**src/rtl/button_event_decoder_if.sv**
```systemverilog
// Button event bus: debounced level in, single-cycle events and press count out.
interface button_event_decoder_if;
    logic       btn_level;
    logic       press_pulse;
    logic       release_pulse;
    logic       long_pulse;
    logic       repeat_pulse;
    logic       held;
    logic [7:0] press_count;

    modport master (
        output btn_level,
        input  press_pulse, release_pulse, long_pulse, repeat_pulse, held, press_count
    );

    modport slave (
        input  btn_level,
        output press_pulse, release_pulse, long_pulse, repeat_pulse, held, press_count
    );
endinterface

```
**src/rtl/button_event_decoder.sv**
```systemverilog
// Converts a debounced button level into press/release/long/repeat pulses and a press count.
// A button already held at reset is ignored until it has been released once.
module button_event_decoder #(
    parameter int unsigned                COUNT_WIDTH   = 24,
    parameter logic [COUNT_WIDTH-1:0]     LONG_CYCLES   = COUNT_WIDTH'(10_000_000),
    parameter logic [COUNT_WIDTH-1:0]     REPEAT_CYCLES = COUNT_WIDTH'(2_500_000)
) (
    input  logic                  clk,
    input  logic                  rst_n,
    button_event_decoder_if.slave bus
);
    localparam logic [1:0] ST_WAIT_RELEASE = 2'd0;
    localparam logic [1:0] ST_IDLE         = 2'd1;
    localparam logic [1:0] ST_PRESSED      = 2'd2;
    localparam logic [1:0] ST_LONG         = 2'd3;

    // Terminal values: the clearing edge counts as the first cycle of the interval.
    localparam logic [COUNT_WIDTH-1:0] LONG_LAST   = LONG_CYCLES - COUNT_WIDTH'(1);
    localparam logic [COUNT_WIDTH-1:0] REPEAT_LAST = REPEAT_CYCLES - COUNT_WIDTH'(1);

    logic [1:0]             state, state_nxt;
    logic [COUNT_WIDTH-1:0] count, count_nxt;
    logic                   press_q, press_nxt;
    logic                   release_q, release_nxt;
    logic                   long_q, long_nxt;
    logic                   repeat_q, repeat_nxt;
    logic                   held_q, held_nxt;
    logic [7:0]             press_count_q, press_count_nxt;

    // Next-state and next-output logic; release always wins over long/repeat.
    always_comb begin
        state_nxt       = state;
        count_nxt       = count;
        press_nxt       = 1'b0;
        release_nxt     = 1'b0;
        long_nxt        = 1'b0;
        repeat_nxt      = 1'b0;
        press_count_nxt = press_count_q;

        case (state)
            ST_WAIT_RELEASE: begin
                if (!bus.btn_level) begin
                    state_nxt = ST_IDLE;
                end
            end
            ST_IDLE: begin
                if (bus.btn_level) begin
                    state_nxt       = ST_PRESSED;
                    press_nxt       = 1'b1;
                    press_count_nxt = press_count_q + 8'd1;
                    count_nxt       = '0;
                end
            end
            ST_PRESSED: begin
                if (!bus.btn_level) begin
                    state_nxt   = ST_IDLE;
                    release_nxt = 1'b1;
                    count_nxt   = '0;
                end else if (count == LONG_LAST) begin
                    state_nxt = ST_LONG;
                    long_nxt  = 1'b1;
                    count_nxt = '0;
                end else begin
                    count_nxt = count + COUNT_WIDTH'(1);
                end
            end
            ST_LONG: begin
                if (!bus.btn_level) begin
                    state_nxt   = ST_IDLE;
                    release_nxt = 1'b1;
                    count_nxt   = '0;
                end else if (count == REPEAT_LAST) begin
                    repeat_nxt = 1'b1;
                    count_nxt  = '0;
                end else begin
                    count_nxt = count + COUNT_WIDTH'(1);
                end
            end
            default: begin
                state_nxt = ST_WAIT_RELEASE;
                count_nxt = '0;
            end
        endcase

        held_nxt = (state_nxt == ST_PRESSED) || (state_nxt == ST_LONG);
    end

    always_ff @(posedge clk) begin
        if (!rst_n) begin
            state         <= ST_WAIT_RELEASE;
            count         <= '0;
            press_q       <= 1'b0;
            release_q     <= 1'b0;
            long_q        <= 1'b0;
            repeat_q      <= 1'b0;
            held_q        <= 1'b0;
            press_count_q <= 8'd0;
        end else begin
            state         <= state_nxt;
            count         <= count_nxt;
            press_q       <= press_nxt;
            release_q     <= release_nxt;
            long_q        <= long_nxt;
            repeat_q      <= repeat_nxt;
            held_q        <= held_nxt;
            press_count_q <= press_count_nxt;
        end
    end

    assign bus.press_pulse   = press_q;
    assign bus.release_pulse = release_q;
    assign bus.long_pulse    = long_q;
    assign bus.repeat_pulse  = repeat_q;
    assign bus.held          = held_q;
    assign bus.press_count   = press_count_q;
endmodule
```
**src/flat_wrapper.sv**
```systemverilog
// flat-port wrapper written by rule: the top's interface ports become plain ports
module button_event_decoder_flat 
#(
    parameter int unsigned                COUNT_WIDTH   = 24,
    parameter logic [COUNT_WIDTH-1:0]     LONG_CYCLES   = COUNT_WIDTH'(10_000_000),
    parameter logic [COUNT_WIDTH-1:0]     REPEAT_CYCLES = COUNT_WIDTH'(2_500_000)
)
  (clk, rst_n, bus_btn_level, bus_press_pulse, bus_release_pulse, bus_long_pulse, bus_repeat_pulse, bus_held, bus_press_count);
  button_event_decoder_if bus_i ();
  input  logic clk;
  input  logic rst_n;
  input wire logic [$bits(bus_i.btn_level)-1:0] bus_btn_level;
  output wire logic [$bits(bus_i.press_pulse)-1:0] bus_press_pulse;
  output wire logic [$bits(bus_i.release_pulse)-1:0] bus_release_pulse;
  output wire logic [$bits(bus_i.long_pulse)-1:0] bus_long_pulse;
  output wire logic [$bits(bus_i.repeat_pulse)-1:0] bus_repeat_pulse;
  output wire logic [$bits(bus_i.held)-1:0] bus_held;
  output wire logic [$bits(bus_i.press_count)-1:0] bus_press_count;
  assign bus_i.btn_level = bus_btn_level;
  assign bus_press_pulse = bus_i.press_pulse;
  assign bus_release_pulse = bus_i.release_pulse;
  assign bus_long_pulse = bus_i.long_pulse;
  assign bus_repeat_pulse = bus_i.repeat_pulse;
  assign bus_held = bus_i.held;
  assign bus_press_count = bus_i.press_count;
  button_event_decoder #(.COUNT_WIDTH(COUNT_WIDTH), .LONG_CYCLES(LONG_CYCLES), .REPEAT_CYCLES(REPEAT_CYCLES)) u_core (.clk(clk), .rst_n(rst_n), .bus(bus_i));
endmodule
```
**config.mk**
```make
export PLATFORM = sky130hd
export DESIGN_NAME = button_event_decoder_flat
export DESIGN_NICKNAME = d
export VERILOG_FILES = /design/src/rtl/button_event_decoder_if.sv /design/src/rtl/button_event_decoder.sv /design/src/flat_wrapper.sv
export SDC_FILE = /design/constraint.sdc
export NUM_CORES = 1
export LEC_CHECK = 0
export CAP_MARGIN = 40
export CORE_MARGIN = 3
export CORE_UTILIZATION = 61
export CTS_CLUSTER_SIZE = 40
export DETAILED_ROUTE_END_ITERATION = 12
export PLACE_DENSITY = 0.83
export SLEW_MARGIN = 20
export SYNTH_ARGS = -nofsm -noshare
export SYNTH_HDL_FRONTEND = slang
export SYNTH_SLANG_ARGS = --single-unit
```
**constraint.sdc**
```tcl
create_clock -name clk -period 5.3 [get_ports clk]
set_input_delay 1.06 -clock clk [delete_from_list [all_inputs] [get_ports clk]]
set_output_delay 1.06 -clock clk [all_outputs]
set_load 0.02 [all_outputs]
```
Yosys cells after proc, flatten, opt, wreduce, memory -nomap -nowiden
Cells that the tools add are included.
{"block": "classes", "add_sub_neg": 2, "eq_ne": 8, "mux": 15, "reduce_logical": 11}
{"operator": "two-way mux 24 bit", "n": 5}
{"operator": "one-hot mux 24 bit (3 select lines)", "n": 1}
{"operator": "adder 24 x 1 -> 24 bit (second input constant)", "n": 1}
{"operator": "equality test 24 x 22 -> 1 bit (second input constant)", "n": 1}
{"operator": "equality test 24 bit (second input constant)", "n": 1}
{"operator": "adder 8 x 1 -> 8 bit (second input constant)", "n": 1}
{"operator": "equality test 2 bit (second input constant)", "n": 4}
{"operator": "two-way mux 2 bit", "n": 4}
{"operator": "AND reduction 2 bit", "n": 4}
{"operator": "one-hot mux 2 bit (3 select lines)", "n": 1}
{"operator": "AND reduction 3 bit", "n": 2}
{"operator": "two-way mux 1 bit", "n": 4}
{"operator": "OR reduction 2 bit", "n": 2}
{"operator": "nonzero test 3 bit", "n": 1}
{"operator": "equality test 2 x 1 -> 1 bit (second input constant)", "n": 1}
{"operator": "zero test 2 bit", "n": 1}
{"operator": "inequality test 2 bit (second input constant)", "n": 1}
{"operator": "logical OR 1 bit", "n": 1}
{"block": "word_totals", "reg_bits": 39, "inputBits": 3, "elab_cells": 44}

Depth between registers and ports, before layout
Gate-level depths: netlist of run 1.
{"block": "depth", "word_depth": 6, "mapped_depth": 8, "mapped_depth_nobuf": 7}

Least setup slack after synthesis of run 1
No wires, ideal clock.
{"block": "synth_path", "path_kind": "input -> register", "start": "in bus_btn_level", "end": "reg u_core.press_count_q[5], in the netlist u_core.bus.press_count[5]", "setup_time_ns": 0.115, "arrival_ns": 2.148, "required_ns": 5.185, "path_slack_ns": 3.037, "path_stages": 6, "path_buffers": 1, "path_cell_list": "clkbuf_1 -> and3_1 -> and3_1 -> nand3_1 -> xnor2_1 -> and2_1"}
{"block": "synth_via", "elab_chain_len": 1}
{"element": "from (decl)", "line_no": "flat_wrapper.sv:12", "text": "input wire logic [$bits(bus_i.btn_level)-1:0] bus_btn_level;"}
{"element": "AND reduction 2 bit (no source line)"}
{"element": "to (signal assigned)", "line_no": "button_event_decoder.sv:106", "text": "press_count_q <= press_count_nxt;"}
{"element": "to (decl)", "line_no": "button_event_decoder.sv:28", "text": "logic [7:0] press_count_q, press_count_nxt;"}
No other way between the ends.
A chain may end at the register's enable or synchronous reset.

Final worst setup path of run 1
{"block": "layout_path", "start": "in bus_btn_level", "end": "reg u_core.count[17]"}
{"block": "layout_via", "elab_chain_len": 2, "word_cells_on_any_way": 5}
{"element": "two-way mux 24 bit (tied with other cells)", "line_no": "button_event_decoder.sv:68", "text": "if (!bus.btn_level) begin"}
{"element": "one-hot mux 24 bit (3 select lines) / AND reduction 2 bit (equally long branches)"}
{"element": "to (signal assigned)", "line_no": "button_event_decoder.sv:100", "text": "count <= count_nxt;"}
{"element": "to (decl)", "line_no": "button_event_decoder.sv:22", "text": "logic [COUNT_WIDTH-1:0] count, count_nxt;"}
Several ways; a longest one is shown, not always the timed one.

==> report_table.html, run 1 <==
<table>
<tr><th>Metric</th><th>Value</th></tr>
<tr><th colspan="2">Power</th></tr>
<tr><td>Worst vdd rail ir drop</td><td>0.167 mV</td></tr>
<tr><td>Power per unit of standard cell area</td><td>238 nW/um2</td></tr>
<tr><td>Leakage power summed over all cells</td><td>0.000805 uW</td></tr>
<tr><th colspan="2">Layout</th></tr>
<tr><td>Area Growth Syn to Fin</td><td>11.9%</td></tr>
<tr><td>Share of cells above drive strength 1</td><td>4.76%</td></tr>
<tr><td>End-of-flow core utilization</td><td>72.0%</td></tr>
<tr><td>Count of placed standard cells in the final layout, fillers left out</td><td>296</td></tr>
<tr><td>Total inserted antenna cells</td><td>0</td></tr>
<tr><td>Final-stage net count</td><td>261</td></tr>
<tr><th colspan="2">Worst setup path</th></tr>
<tr><td>CP startpoint kind</td><td>input pin</td></tr>
<tr><td>Worst reg2reg path depth</td><td>6</td></tr>
<tr><td>Reg-to-reg startpoint</td><td>u_core.count[16]</td></tr>
<tr><td>Worst reg2reg setup slack</td><td>2.80 ns</td></tr>
<tr><td>Worst EP arrival</td><td>3.20 ns</td></tr>
<tr><td>WP data required</td><td>5.53 ns</td></tr>
<tr><td>Capturing point of the worst reg2reg path</td><td>u_core.count[15]</td></tr>
<tr><td>Worst setup EP type</td><td>flip-flop</td></tr>
<tr><td>Critical Setup Path Class</td><td>in -&gt; reg</td></tr>
<tr><td>Maximum fanout along the worst path</td><td>12</td></tr>
<tr><th colspan="2">Clocking</th></tr>
<tr><td>Clock latency on the worst-skew pair</td><td>0.35 ns</td></tr>
<tr><td># Post-CTS Setup Buffers</td><td>0</td></tr>
<tr><td>CTS Hold Buffers Added</td><td>0</td></tr>
<tr><td>Clock tree from TritonCTS</td><td>done</td></tr>
<tr><td>Clock root buffer</td><td>clkbuf_4</td></tr>
<tr><td>Clock buffers created by TritonCTS</td><td>5</td></tr>
<tr><td>Deepest clock path buffer count</td><td>2</td></tr>
<tr><td>CTS-repair resized insts</td><td>0</td></tr>
<tr><td>Clock Sinks</td><td>39</td></tr>
<tr><td># H-tree levels</td><td>2</td></tr>
<tr><td>Clock transition at path regs</td><td>0.11 ns</td></tr>
<tr><th colspan="2">Floorplanning</th></tr>
<tr><td>Chip Width</td><td>63.0 um</td></tr>
<tr><td>Starting Density</td><td>64.3%</td></tr>
<tr><td>Die footprint</td><td>3970 um2</td></tr>
<tr><td>Die boundary height</td><td>63.0 um</td></tr>
<tr><td>Placeable core region</td><td>3080 um2</td></tr>
<tr><td>Rows</td><td>20</td></tr>
<tr><td>I/O pin cnt</td><td>16</td></tr>
<tr><th colspan="2">GRT</th></tr>
<tr><td>Global-route wire length before repair</td><td>7110 um</td></tr>
<tr><td>Global-route usage over all layers</td><td>22.7%</td></tr>
<tr><td>Global-route congestion overflow total</td><td>0</td></tr>
<tr><td>Initial antenna violation count</td><td>0</td></tr>
<tr><td>Via count of the first global-routing pass</td><td>1,580</td></tr>
<tr><td>Largest net degree at the start of global routing</td><td>22</td></tr>
<tr><th colspan="2">Place</th></tr>
<tr><td>I/O Buffers</td><td>15</td></tr>
<tr><td>Detail Placement HPWL</td><td>3010 um</td></tr>
<tr><td>GPL Wtd Cong</td><td>0.962</td></tr>
<tr><td>DP Cell Count</td><td>288</td></tr>
<tr><th colspan="2">Timing</th></tr>
<tr><td>Shortest clock period the worst path allows after layout</td><td>2.96 ns</td></tr>
<tr><td>Slew Viols, Final</td><td>0</td></tr>
<tr><td>Slew of the pin with the lowest slew margin</td><td>0.658 ns</td></tr>
<tr><td>Highest clock rate</td><td>337 MHz</td></tr>
<tr><td>Max-slew headroom at the worst pin</td><td>56.0%</td></tr>
<tr><td>Portion of the clock cycle consumed by the worst path in the final layout</td><td>55.9%</td></tr>
<tr><td>Total count of hold-check failures in the final report</td><td>0</td></tr>
<tr><td>Layout Skew</td><td>0.00600 ns</td></tr>
<tr><td>Setup total negative slack</td><td>0 ns</td></tr>
<tr><td>Final setup violating endpoints</td><td>0</td></tr>
<tr><td>RSZ-0062 raised after global routing</td><td>no</td></tr>
<tr><th colspan="2">Route</th></tr>
<tr><td>Vias after detailed routing</td><td>1,700</td></tr>
<tr><td>Drt wl/cell</td><td>14.0 um</td></tr>
<tr><td>Post-detailed-route DRC marker count</td><td>0</td></tr>
<tr><td>Via-per-instance ratio</td><td>5.74</td></tr>
<tr><td>Total wire length</td><td>4140 um</td></tr>
<tr><td>TritonRoute pass-1 iters</td><td>4</td></tr>
<tr><td>Remaining number of nets flagged by the antenna check after routing</td><td>0</td></tr>
<tr><td>Drt first-iter violations</td><td>104</td></tr>
<tr><th colspan="2">Yosys</th></tr>
<tr><td>Area share of the largest cell type after synthesis</td><td>39.4%</td></tr>
<tr><td>Most frequent cell after synthesis</td><td>dfxtp_1</td></tr>
<tr><td>Total of flip-flops plus latches after synthesis</td><td>39</td></tr>
<tr><td>Fraction of registers with async set or reset after synthesis</td><td>0%</td></tr>
<tr><td>Net Count, Synth</td><td>245</td></tr>
<tr><td>Post-Syn Instances</td><td>235</td></tr>
<tr><td>Yosys synthesis warning count</td><td>0</td></tr>
<tr><td>Post-synthesis cell type count</td><td>38</td></tr>
<tr><td>Top cells by area in the synthesized netlist</td><td>dfxtp_1, nor2_1, nand2_1</td></tr>
<tr><td>Proportion of synthesized chip area in sequential cells</td><td>39.4%</td></tr>
<tr><td>Number of enable flip-flop cells after synthesis</td><td>0</td></tr>
<tr><td>Syn avg cell area</td><td>8.43 um2</td></tr>
<tr><td>Biggest area consumer among synthesized cells</td><td>dfxtp_1</td></tr>
<tr><td>Most common library cells after synthesis</td><td>dfxtp_1, nor2_1, nand2_1</td></tr>
<tr><td>Most used DFF post-synth</td><td>dfxtp_1</td></tr>
<tr><td>Cell area after synthesis</td><td>1980 um2</td></tr>
<tr><th colspan="2">Run status</th></tr>
<tr><td>Result of the run</td><td>complete, no violations</td></tr>
<tr><th colspan="2">Hold path</th></tr>
<tr><td>Hold Crit Depth</td><td>2</td></tr>
<tr><td>Hold Path Class</td><td>reg -&gt; reg</td></tr>
<tr><td>Worst Hold Launch</td><td>u_core.count[1]</td></tr>
<tr><td>Worst hold path endpoint</td><td>u_core.count[1]</td></tr>
<tr><th colspan="2">Flow run</th></tr>
<tr><td>Max cap viols</td><td>0</td></tr>
</table>
-- kinds of logic after synthesis --
| family | synth area share (%) |
|---|---|
| DFF | 39.4 |
| buffers and inverters | 2.84 |
| AOI/OAI and AO/OA | 11.6 |
| adders and majority gates | 4.42 |
| xor gates and xnor gates | 9.29 |
| and+or+nand+nor | 32.5 |
-- worst max-delay path: stages --
cell and delay (ns):
clkdlybuf4s50_1 0.73, inv_1 0.20, a21oi_1 0.59, nand4_1 0.26, nor2_1 0.17, xnor2_1 0.13, nor2_1 0.05
-- flip-flops by register name, indices dropped and copies added (netlist names) --
| register | cells |
|---|---|
| u_core.bus.long_pulse | 1 |
| u_core.state | 2 |
| u_core.bus.press_count | 8 |
| u_core.bus.release_pulse | 1 |
| u_core.bus.press_pulse | 1 |
| u_core.bus.held | 1 |
| u_core.count | 24 |
| u_core.bus.repeat_pulse | 1 |
-- power by group --
group          switching, uW  leakage, uW  internal, uW  total, uW
Clock                   96.2    0.0000386          78.1        174
Sequential              3.15     0.000315           296        300
Combinational           34.9     0.000452          17.9       52.8
Total                    134     0.000805           392        527
-- cells in the final DEF, fill, tap and decap left out, types with 8 or more instances in the layout --
cell type / instances
dfxtp_1: 39
xor2_1: 9
xnor2_1: 12
clkdlybuf4s50_1: 15
nand2_1: 29
nand3_1: 19
nor2_1: 30
nor3_1: 8
nand4_1: 11
and2_1: 11
-- area by class of cell --
type	instances	area [um2]
multi-input combinational	185	1140
fill	262	861
sequential	39	781
timing repair buffer	15	150
clock buffer	8	68.8
tap	44	55.1
inverter	5	18.8
-- how the worst max path moves through the flow --
stage	start	end	slack, ns	depth (start not counted)
2_1_floorplan	bus_btn_level	u_core.bus.press_count[5]	3.04	6
3_3_place_gp	bus_btn_level	u_core.count[19]	2.01	7
3_5_place_dp	rst_n	u_core.count[22]	1.99	6
4_1_cts	rst_n	u_core.count[22]	2.39	6
5_1_grt	bus_btn_level	u_core.count[17]	2.10	7
6_report	bus_btn_level	u_core.count[17]	2.34	7
-- per-stage QoR --
| stage | hold WS, ns | setup WS (ns) | total power, uW | area, um2 |
|---|---|---|---|---|
| after floorplan | 0.452 | 3.04 | 347 | 1980 |
| after global placement | 0.480 | 2.01 | 357 | 2150 |
| after detailed placement | 0.489 | 1.99 | 359 | 2150 |
| after CTS | 0.515 | 2.39 | 531 | 2220 |
| after global routing | 0.548 | 2.10 | 549 | 2220 |
| final | 0.521 | 2.34 | 527 | 2220 |
-- metal layers --
layer	wire, um	vias up	track usage (%)
li1	-	858	-
met1	1920	776	30.6
met2	1890	59	33.7
met3	255	7	6.12
met4	76	0	9.92
met5	0	-	0
Note: power is estimated with default switching activity, not from simulation.
==> run 2, diff against run 1 <==
- CORE_UTILIZATION: 61 -> 57
- PLACE_DENSITY: 0.83 -> 0.78
- clock period: 5.3 -> 2.8 ns (I/O delays scaled with it)
==> run 2 against run 1 <==
  * Count of clock-buffer cells in the layout did not move
  * Final cell count rose by 1.0%
  * Critical endpoint is now u_core.count[3]
  * Critical path type is now reg -> reg
  * Largest power group unchanged
  * Register-to-register slack got worse by 2.4 ns
==> report_table.html, run 2 (synthesis gave the netlist of run 1 again) <==
<table>
<tr><th>Metric</th><th>Value</th></tr>
<tr><th colspan="2">Timing</th></tr>
<tr><td>Slew of the pin with the lowest slew margin</td><td>0.495 ns (was 0.658 ns)</td></tr>
<tr><td>Total count of hold-check failures in the final report</td><td>0 (unchanged)</td></tr>
<tr><td>Shortest clock period the worst path allows after layout</td><td>2.44 ns</td></tr>
<tr><td>RSZ-0062 raised after global routing</td><td>no (unchanged)</td></tr>
<tr><td>Portion of the clock cycle consumed by the worst path in the final layout</td><td>87.1%</td></tr>
<tr><td>Layout Skew</td><td>0.0121 ns (was 0.00600 ns)</td></tr>
<tr><td>Setup total negative slack</td><td>0 ns (unchanged)</td></tr>
<tr><td>Highest clock rate</td><td>410 MHz</td></tr>
<tr><td>Max-slew headroom at the worst pin</td><td>66.7% (was 56.0%)</td></tr>
<tr><td>Slew Viols, Final</td><td>0 (unchanged)</td></tr>
<tr><td>Final setup violating endpoints</td><td>0 (unchanged)</td></tr>
<tr><th colspan="2">Worst setup path</th></tr>
<tr><td>Worst reg2reg setup slack</td><td>0.36 ns (was 2.80 ns)</td></tr>
<tr><td>Maximum fanout along the worst path</td><td>15 (was 12)</td></tr>
<tr><td>Critical-path cell with the highest stage delay</td><td>or4_4 (was clkdlybuf4s50_1)</td></tr>
<tr><td>Reg-to-reg startpoint</td><td>u_core.count[16] (unchanged)</td></tr>
<tr><td>Worst EP arrival</td><td>2.65 ns (was 3.20 ns)</td></tr>
<tr><td>CP max stage delay</td><td>0.60 ns (was 0.73 ns)</td></tr>
<tr><td>WP data required</td><td>3.02 ns (was 5.53 ns)</td></tr>
<tr><td>Critical Setup Path Class</td><td>reg -&gt; reg (was in -&gt; reg)</td></tr>
<tr><td>CP startpoint kind</td><td>flip-flop (was input pin)</td></tr>
<tr><td>Worst setup EP type</td><td>flip-flop (unchanged)</td></tr>
<tr><td>Startpoint of the worst setup timing path</td><td>u_core.count[16] (was bus_btn_level)</td></tr>
<tr><td>Sequence of cells on the critical path</td><td>nor4_2, nand4_1, or4_4, a22o_2, a31oi_4, nor2_1 (was clkdlybuf4s50_1, inv_1, a21oi_1, nand4_1, nor2_1, xnor2_1, nor2_1)</td></tr>
<tr><th colspan="2">Place</th></tr>
<tr><td>GPL Wtd Cong</td><td>0.943 (was 0.962)</td></tr>
<tr><td>I/O Buffers</td><td>15 (unchanged)</td></tr>
<tr><td>Instance area after placement</td><td>2170 um2 (was 2150 um2)</td></tr>
<tr><td>Detail Placement HPWL</td><td>3050 um (was 3010 um)</td></tr>
<tr><th colspan="2">Floorplanning</th></tr>
<tr><td>I/O pin cnt</td><td>16 (unchanged)</td></tr>
<tr><td>Die footprint</td><td>4220 um2 (was 3970 um2)</td></tr>
<tr><td>Chip Width</td><td>64.9 um (was 63.0 um)</td></tr>
<tr><td>Die boundary height</td><td>64.9 um (was 63.0 um)</td></tr>
<tr><td>Placeable core region</td><td>3180 um2 (was 3080 um2)</td></tr>
<tr><td>Starting Density</td><td>62.3% (was 64.3%)</td></tr>
<tr><td>Rows</td><td>20 (unchanged)</td></tr>
<tr><th colspan="2">Route</th></tr>
<tr><td>Vias after detailed routing</td><td>1,700 (unchanged)</td></tr>
<tr><td>Remaining number of nets flagged by the antenna check after routing</td><td>0 (unchanged)</td></tr>
<tr><td>Via-per-instance ratio</td><td>5.69 (was 5.74)</td></tr>
<tr><td>Drt first-iter violations</td><td>152 (was 104)</td></tr>
<tr><td>Total wire length</td><td>4110 um (was 4140 um)</td></tr>
<tr><td>Post-detailed-route DRC marker count</td><td>0 (unchanged)</td></tr>
<tr><td>Drt wl/cell</td><td>13.7 um (was 14.0 um)</td></tr>
<tr><td>TritonRoute pass-1 iters</td><td>4 (unchanged)</td></tr>
<tr><th colspan="2">Layout</th></tr>
<tr><td>Total inserted antenna cells</td><td>0 (unchanged)</td></tr>
<tr><td>Largest reg by FF count</td><td>u_core.count (unchanged)</td></tr>
<tr><td>Area Growth Syn to Fin</td><td>13.1% (was 11.9%)</td></tr>
<tr><td>Final cell area excluding filler cells</td><td>2240 um2 (was 2220 um2)</td></tr>
<tr><td>Share of cells above drive strength 1</td><td>5.88% (was 4.76%)</td></tr>
<tr><td>Final-stage net count</td><td>264 (was 261)</td></tr>
<tr><td>Most common library cell in the layout ignoring fill and taps</td><td>dfxtp_1 (unchanged)</td></tr>
<tr><td>Commonest cells after routing, fill and taps aside</td><td>dfxtp_1, nor2_1, nand2_1 (unchanged)</td></tr>
<tr><td>Max reg flops</td><td>24 (unchanged)</td></tr>
<tr><td>End-of-flow core utilization</td><td>70.5% (was 72.0%)</td></tr>
<tr><th colspan="2">Power</th></tr>
<tr><td>Power per unit of standard cell area</td><td>444 nW/um2 (was 238 nW/um2)</td></tr>
<tr><td>Leakage power summed over all cells</td><td>0.000820 uW (was 0.000805 uW)</td></tr>
<tr><td>Worst vdd rail ir drop</td><td>0.331 mV (was 0.167 mV)</td></tr>
<tr><th colspan="2">GRT</th></tr>
<tr><td>Global-route usage over all layers</td><td>21.9% (was 22.7%)</td></tr>
<tr><td>Largest net degree at the start of global routing</td><td>21 (was 22)</td></tr>
<tr><td>Initial antenna violation count</td><td>0 (unchanged)</td></tr>
<tr><td>Via count of the first global-routing pass</td><td>1,541 (was 1,580)</td></tr>
<tr><td>Global-route congestion overflow total</td><td>0 (unchanged)</td></tr>
<tr><td>Global-route wire length before repair</td><td>7130 um (was 7110 um)</td></tr>
<tr><th colspan="2">Clocking</th></tr>
<tr><td># Post-CTS Setup Buffers</td><td>0 (unchanged)</td></tr>
<tr><td>Deepest clock path buffer count</td><td>2 (unchanged)</td></tr>
<tr><td>CTS-repair resized insts</td><td>0 (unchanged)</td></tr>
<tr><td>Clock transition at path regs</td><td>0.11 ns (about the same)</td></tr>
<tr><td>Clock latency on the worst-skew pair</td><td>0.34 ns (was 0.35 ns)</td></tr>
<tr><td>Clock buffers created by TritonCTS</td><td>5 (unchanged)</td></tr>
<tr><td>Clock root buffer</td><td>clkbuf_4 (unchanged)</td></tr>
<tr><td>CTS Hold Buffers Added</td><td>0 (unchanged)</td></tr>
<tr><td># H-tree levels</td><td>2 (unchanged)</td></tr>
<tr><td>Clock tree from TritonCTS</td><td>done (unchanged)</td></tr>
<tr><td>Clock Sinks</td><td>39 (unchanged)</td></tr>
<tr><th colspan="2">Flow run</th></tr>
<tr><td>Max cap viols</td><td>0 (unchanged)</td></tr>
<tr><th colspan="2">Run status</th></tr>
<tr><td>Result of the run</td><td>complete, no violations (unchanged)</td></tr>
<tr><th colspan="2">Hold path</th></tr>
<tr><td>Worst Hold Launch</td><td>u_core.bus.press_count[1] (was u_core.count[1])</td></tr>
<tr><td>Hold Path Class</td><td>reg -&gt; reg (unchanged)</td></tr>
</table>
## run 2: cell types whose count changed in the layout (fill, tap and decap cells not counted)
cell | previous run | this run
buf_4 | 0 | 3
## run 2: layer usage
layer  vias to the layer above  wire [um]  global-route usage (%)  share of wire [%]
met5                         -          0                       0                  0
met4                         0         57                    7.39                1.4
met3                         6        263                    5.72                6.4
met2                        48       1780                    33.3                 43
met1                       783       2010                    30.0                 49
li1                        863          -                       -                  -
## run 2: area by class of cell
cell class / count / area [um2]
clock buffers: 8 / 68.8
flip-flops and latches: 39 / 781
repair buffers: 18 / 173
multi-input cells: 185 / 1140
fillers: 263 / 938
inverters: 5 / 18.8
well taps: 44 / 55.1
## run 2: power by group
group          total (uW)  switching [uW]  internal [uW]
clock network         321             173            148
registers             567            6.08            561
logic                 107            68.4           38.7
total                 995             248            747
## run 2: stage by stage
stage | std cells | hold WS [ns] | setup WS (ns) | total power, uW
floorplan | 235 | 0.452 | 0.702 | 656
global placement | 291 | 0.490 | 0.391 | 684
detailed placement | 291 | 0.498 | 0.355 | 686
CTS | 299 | 0.514 | 0.372 | 1010
global route | 299 | 0.549 | 0.221 | 1040
finish | 299 | 0.512 | 0.361 | 995
## run 2: path summary, 6_finish.rpt
kind              cells past startpoint                         to
setup / recovery                      6            u_core.count[3]
hold / removal                        2  u_core.bus.press_count[1]
setup reg to reg                      6            u_core.count[3]
hold reg to reg                       2  u_core.bus.press_count[1]
## run 2: critical path, delay by kind of cell (launching register included)
family             cells  cell delay [ns]
and+or+nand+nor        4             1.19
AOI/OAI and AO/OA      2             0.72
DFF                    1             0.39
==> run 3, diff against run 2 <==
- CORE_MARGIN: 3 -> unset
==> run 3 against run 2 <==
  * Count of clock-buffer cells in the layout shrank 1
  * Critical path depth is the same
  * Critical path type unchanged
  * Clock power down 13%
==> report_table.html, run 3 (synthesis gave the netlist of run 1 again) <==
<table>
<tr><th>Metric</th><th>Value</th></tr>
<tr><th colspan="2">GRT</th></tr>
<tr><td>Largest net degree at the start of global routing</td><td>21 (unchanged)</td></tr>
<tr><td>Via count of the first global-routing pass</td><td>1,476 (was 1,541)</td></tr>
<tr><td>Global-route usage over all layers</td><td>25.2% (was 21.9%)</td></tr>
<tr><td>Initial antenna violation count</td><td>0 (unchanged)</td></tr>
<tr><td>Global-route wire length before repair</td><td>6820 um (was 7130 um)</td></tr>
<tr><td>Global-route congestion overflow total</td><td>0 (unchanged)</td></tr>
<tr><th colspan="2">Route</th></tr>
<tr><td>Total wire length</td><td>4140 um (was 4110 um)</td></tr>
<tr><td>Drt wl/cell</td><td>13.7 um (about the same)</td></tr>
<tr><td>Via-per-instance ratio</td><td>5.84 (was 5.69)</td></tr>
<tr><td>Drt first-iter violations</td><td>101 (was 152)</td></tr>
<tr><td>Vias after detailed routing</td><td>1,758 (was 1,700)</td></tr>
<tr><td>Remaining number of nets flagged by the antenna check after routing</td><td>0 (unchanged)</td></tr>
<tr><td>TritonRoute pass-1 iters</td><td>4 (unchanged)</td></tr>
<tr><td>Post-detailed-route DRC marker count</td><td>0 (unchanged)</td></tr>
<tr><th colspan="2">Worst setup path</th></tr>
<tr><td>Sequence of cells on the critical path</td><td>nor4_2, nand4_1, or4_4, a22o_1, o211a_1, a221o_1 (was nor4_2, nand4_1, or4_4, a22o_2, a31oi_4, nor2_1)</td></tr>
<tr><td>Instance count on the critical path</td><td>6 (unchanged)</td></tr>
<tr><td>Worst setup EP type</td><td>flip-flop (unchanged)</td></tr>
<tr><td>Worst reg2reg path depth</td><td>6 (unchanged)</td></tr>
<tr><td>WP data required</td><td>3.05 ns (was 3.02 ns)</td></tr>
<tr><td>Maximum fanout along the worst path</td><td>12 (was 15)</td></tr>
<tr><td>Buffers &amp; Inverters on Critical Path</td><td>0 (unchanged)</td></tr>
<tr><td>Family with the most delay on the worst path</td><td>simple AND/OR/NAND/NOR gates (unchanged)</td></tr>
<tr><td>Critical Setup Path Class</td><td>reg -&gt; reg (unchanged)</td></tr>
<tr><td>Worst EP arrival</td><td>2.69 ns (was 2.65 ns)</td></tr>
<tr><td>Critical-path cell with the highest stage delay</td><td>or4_4 (unchanged)</td></tr>
<tr><td>CP startpoint kind</td><td>flip-flop (unchanged)</td></tr>
<tr><td>CP max stage delay</td><td>0.60 ns (about the same)</td></tr>
<tr><th colspan="2">Power</th></tr>
<tr><td>Power per unit of standard cell area</td><td>428 nW/um2 (was 444 nW/um2)</td></tr>
<tr><td>Worst vdd rail ir drop</td><td>0.281 mV (was 0.331 mV)</td></tr>
<tr><td>Leakage power summed over all cells</td><td>0.000810 uW (was 0.000820 uW)</td></tr>
<tr><th colspan="2">Hold path</th></tr>
<tr><td>Hold Crit Depth</td><td>1 (was 2)</td></tr>
<tr><td>Hold Path Class</td><td>reg -&gt; reg (unchanged)</td></tr>
<tr><th colspan="2">Timing</th></tr>
<tr><td>Portion of the clock cycle consumed by the worst path in the final layout</td><td>87.2% (was 87.1%)</td></tr>
<tr><td>Slew of the pin with the lowest slew margin</td><td>0.518 ns (was 0.495 ns)</td></tr>
<tr><td>Layout Skew</td><td>0.0147 ns (was 0.0121 ns)</td></tr>
<tr><td>Highest clock rate</td><td>410 MHz (about the same)</td></tr>
<tr><td>RSZ-0062 raised after global routing</td><td>no (unchanged)</td></tr>
<tr><td>Total count of hold-check failures in the final report</td><td>0 (unchanged)</td></tr>
<tr><td>Setup total negative slack</td><td>0 ns (unchanged)</td></tr>
<tr><td>Slew Viols, Final</td><td>0 (unchanged)</td></tr>
<tr><td>Shortest clock period the worst path allows after layout</td><td>2.44 ns (about the same)</td></tr>
<tr><td>Final setup violating endpoints</td><td>0 (unchanged)</td></tr>
<tr><td>Max-slew headroom at the worst pin</td><td>65.2% (was 66.7%)</td></tr>
<tr><th colspan="2">Layout</th></tr>
<tr><td>Largest reg by FF count</td><td>u_core.count (unchanged)</td></tr>
<tr><td>Most common library cell in the layout ignoring fill and taps</td><td>dfxtp_1 (unchanged)</td></tr>
<tr><td>Final-stage net count</td><td>264 (unchanged)</td></tr>
<tr><td>Area Growth Syn to Fin</td><td>12.3% (was 13.1%)</td></tr>
<tr><td>Final cell area excluding filler cells</td><td>2220 um2 (was 2240 um2)</td></tr>
<tr><td>Share of cells above drive strength 1</td><td>5.49% (was 5.88%)</td></tr>
<tr><td>Commonest cells after routing, fill and taps aside</td><td>dfxtp_1, nor2_1, nand2_1 (unchanged)</td></tr>
<tr><td>Total inserted antenna cells</td><td>0 (unchanged)</td></tr>
<tr><td>Max reg flops</td><td>24 (unchanged)</td></tr>
<tr><th colspan="2">Clocking</th></tr>
<tr><td>CTS-repair resized insts</td><td>0 (unchanged)</td></tr>
<tr><td>Clock tree from TritonCTS</td><td>done (unchanged)</td></tr>
<tr><td>Deepest clock path buffer count</td><td>2 (unchanged)</td></tr>
<tr><td>Clock root buffer</td><td>clkbuf_4 (unchanged)</td></tr>
<tr><td># H-tree levels</td><td>2 (unchanged)</td></tr>
<tr><td>Clock latency on the worst-skew pair</td><td>0.35 ns (was 0.34 ns)</td></tr>
<tr><td># Post-CTS Setup Buffers</td><td>0 (unchanged)</td></tr>
<tr><td>Clock Sinks</td><td>39 (unchanged)</td></tr>
<tr><td>Clock buffers created by TritonCTS</td><td>5 (unchanged)</td></tr>
<tr><td>Clock transition at path regs</td><td>0.11 ns (about the same)</td></tr>
<tr><td>CTS Hold Buffers Added</td><td>0 (unchanged)</td></tr>
<tr><th colspan="2">Place</th></tr>
<tr><td>I/O Buffers</td><td>15 (unchanged)</td></tr>
<tr><td>Instance area after placement</td><td>2170 um2 (about the same)</td></tr>
<tr><td>GPL Wtd Cong</td><td>0.944 (was 0.943)</td></tr>
<tr><td>Detail Placement HPWL</td><td>2960 um (was 3050 um)</td></tr>
<tr><th colspan="2">Floorplanning</th></tr>
<tr><td>Chip Width</td><td>60.9 um (was 64.9 um)</td></tr>
<tr><td>Die footprint</td><td>3710 um2 (was 4220 um2)</td></tr>
<tr><td>Starting Density</td><td>59.4% (was 62.3%)</td></tr>
<tr><td>Placeable core region</td><td>3340 um2 (was 3180 um2)</td></tr>
<tr><td>I/O pin cnt</td><td>16 (unchanged)</td></tr>
<tr><td>Die boundary height</td><td>60.9 um (was 64.9 um)</td></tr>
<tr><td>Rows</td><td>21 (was 20)</td></tr>
<tr><th colspan="2">Run status</th></tr>
<tr><td>Result of the run</td><td>complete, no violations (unchanged)</td></tr>
<tr><th colspan="2">Flow run</th></tr>
<tr><td>Max cap viols</td><td>0 (unchanged)</td></tr>
</table>
==> run 3: path summary, 6_finish.rpt <==
path                       to             start  slack, ns
max          u_core.count[23]  u_core.count[16]       0.36
min          u_core.count[20]  u_core.count[20]       0.50
max reg2reg  u_core.count[23]  u_core.count[16]       0.36
min reg2reg  u_core.count[20]  u_core.count[20]       0.50
==> run 3: routing by layer <==
metal  vias up  global-route usage (%)  wire [um]
met4         0                    8.44         75
li1        860                       -          -
met1       823                    33.4       1910
met3        13                    6.82        268
met5         -                       0          0
met2        62                    39.7       1880
==> run 3: area by class of cell <==
cell class	count	area, um2
multi-input cells	185	1140
flip-flops and latches	39	781
clock buffers	7	45.0
well taps	46	57.6
fillers	314	1110
repair buffers	18	173
clock inverters	1	5.00
inverters	5	18.8
==> run 3: per-stage QoR <==
stage                     utilization [%]  hold slack, ns  setup slack (ns)  power [uW]  cells
after detailed placement             65.1           0.488             0.362         685    293
after CTS                            66.6           0.507             0.387         960    301
after floorplan                         -           0.452             0.702         656    235
after global placement               65.1           0.483             0.378         682    293
after global routing                 66.6           0.528             0.269         993    301
final                                66.6           0.503             0.359         951    301
==> run 3: report_power, final <==
part	internal [uW]	switching, uW
clock network	97.9	181
logic	38.8	66.3
registers	561	6.02
total	698	253
==> patch (config.mk and constraints of run 3) <==
Make the reset (`rst_n`) asynchronous in one clocked block.
--- a/src/rtl/button_event_decoder.sv
+++ b/src/rtl/button_event_decoder.sv
@@ -85,7 +85,7 @@
         held_nxt = (state_nxt == ST_PRESSED) || (state_nxt == ST_LONG);
     end
 
-    always_ff @(posedge clk) begin
+    always_ff @(posedge clk or negedge rst_n) begin
         if (!rst_n) begin
             state         <= ST_WAIT_RELEASE;
             count         <= '0;
Function: differs if rst_n is asserted again (counterexample within 4 cycles, from zero or initial values and one cycle with rst_n low); with rst_n held inactive, the same outputs for 10 cycles.
==> patch against run 3 <==
Setup slack better by 37 ps; critical path depth decreased by 1; sequential cell count did not move; cell area up 14%; area after synthesis increased by 10%; count of clock-buffer cells in the layout fell by 2; wire length up 16%; largest cell class unchanged.
Power is not compared: it rests on default switching activity, and its combinational part moved more than twofold at a synthesized area within 25%.
==> patch: results (changes against run 3) <==
status=finished, final reports clean (unchanged); Most flops, register=u_core.count (unchanged); register area share after synthesis=0.4480 (was 0.3942); clock slew seen by the registers of the worst setup and hold paths=80 ps (was 110 ps); layout cells sized above 1=0.09921 (was 0.05490); Setup WS pre-CTS=362.5 ps (was 361.7 ps); ys async rst share=1.000 (was 0); Routability Congestion=0.8608 (was 0.9439); clock root buffer=clkbuf_8 (was clkbuf_4); VDD IR max=0.3153 mV; TritonCTS Buffers=5 (unchanged); Hold Path Class=in2async (was reg2reg); worst-margin pin slew=601.8 ps (was 518.1 ps); DRT Pass-1 Iters=4 (unchanged); syn nets=239 (was 245); placed cells=292 (was 293); initial antenna violation count=0 (unchanged); IO Port Bufs=15 (unchanged); vias in the first global route=1707 (was 1476); H-tree depth=2 (unchanged); total setup buffers inserted after CTS=0 (unchanged); Syn. warnings=0 (unchanged); unique cell type count in the Yosys netlist=49 (was 38); Arr. time, crit path=2570 ps (was 2690 ps); gr usage total=0.2678 (was 0.2518); maximum fanout along the worst path=14 (was 12); Leak=1.054 nW; Final Skew=6.438 ps (was 14.70 ps); max reg flops=24 (unchanged); later-pin clock latency in the skew report=300 ps (was 350 ps); Synth area leaders=dfrtp_1 (45%), xor2_1 (5.6%), ha_1 (4.0%) (was dfxtp_1 (39%), nor2_1 (5.7%), nand2_1 (5.5%)); ant diodes=0 (unchanged); final net count=261 (was 264); synthesized area per cell=9.512 sq um (was 8.428 sq um); WL per Instance=16.01 um (was 13.74 um); commonest cells in the netlist=dfrtp_1 (39), nand2_1 (22), a21oi_1 (17) (was dfxtp_1 (39), nor2_1 (30), nand2_1 (29)); DP Wirelength=3383 um (was 2962 um); clock buffer depth=2 (unchanged); first-pass GRT wire length=8231 um (was 6817 um); post-cts resize count=0 (unchanged); via count=1837 (was 1758); vias per cell=6.123 (was 5.841); pin count of the biggest net entering global routing=26 (was 21); drt initial violations=177 (was 101); dominant synthesized flop cell=dfrtp_1 (was dfxtp_1)
[patch: cell count changes after synthesis, moves of 6 or more]
cell     delta
dfrtp_1    +39
o21ai_0     +6
nor2_1     -16
xnor2_1     -8
nand3_1     -9
dfxtp_1    -39
and2_1      -7
o22ai_1     +6
nand2_1     -7
a21oi_1    +10
[patch: metal layers]
metal  global-route usage  wire length [um]
met5                    0                 0
met1               0.3604              2166
met2               0.4215              2321
met3              0.06607               252
met4              0.08807                63
[patch: worst paths after layout]
kind                                                start                        end  slack (ps)  cells after the start
worst max register to register           u_core.count[10]            u_core.count[3]         400                      5
worst max-delay path                     u_core.count[10]            u_core.count[3]         400                      5
worst min register to register  u_core.bus.press_count[7]  u_core.bus.press_count[7]         470                      1
max in group asynchronous                           rst_n  u_core.bus.press_count[0]        2200                      2
min in group clk                u_core.bus.press_count[7]  u_core.bus.press_count[7]         470                      1
worst min-delay path                                rst_n            u_core.count[5]         160                      1
[patch: worst max-delay path: stages (launching register included)]
cell	delay [ps]
dfrtp_1	510
or4b_4	530
nor4_2	330
a21oi_2	230
nor2_2	490
o211ai_1	170
[patch: metrics by stage]
step | cell area, sq um | utilization
global route | 2534 | 0.6921
CTS | 2534 | 0.6921
floorplan | 2178 | -
detailed placement | 2421 | 0.6613
finish | 2534 | 0.6921
global placement | 2394 | 0.6538
[patch: cell type report]
type	instances	area [sq um]
Clock buffer	5	68.82
Clock inverter	3	43.79
Fill cell	286	1127
Inverter	9	33.78
Multi-Input combinational cell	173	1126
Sequential cell	39	975.9
Tap cell	48	60.06
Timing Repair Buffer	23	225.2
[patch: logic make-up (layout without fill, tap and decap cells)]
group | Yosys count | after routing | synth area share
AOI/OAI and AO/OA | 51 | 51 | 0.1470
xor gates and xnor gates | 18 | 18 | 0.07237
adders and majority gates | 7 | 7 | 0.04020
buffers and inverters | 17 | 40 | 0.03503
DFF | 39 | 39 | 0.4480
muxes | 1 | 1 | 0.005169
and+or+nand+nor | 96 | 96 | 0.2522
[patch: power by group]
group | total [mW] | switching [mW] | internal, mW
clock | 0.473 | 0.207 | 0.265
sequential | 0.684 | 0.0640 | 0.620
combinational | 0.497 | 0.299 | 0.198
total | 1.65 | 0.570 | 1.08
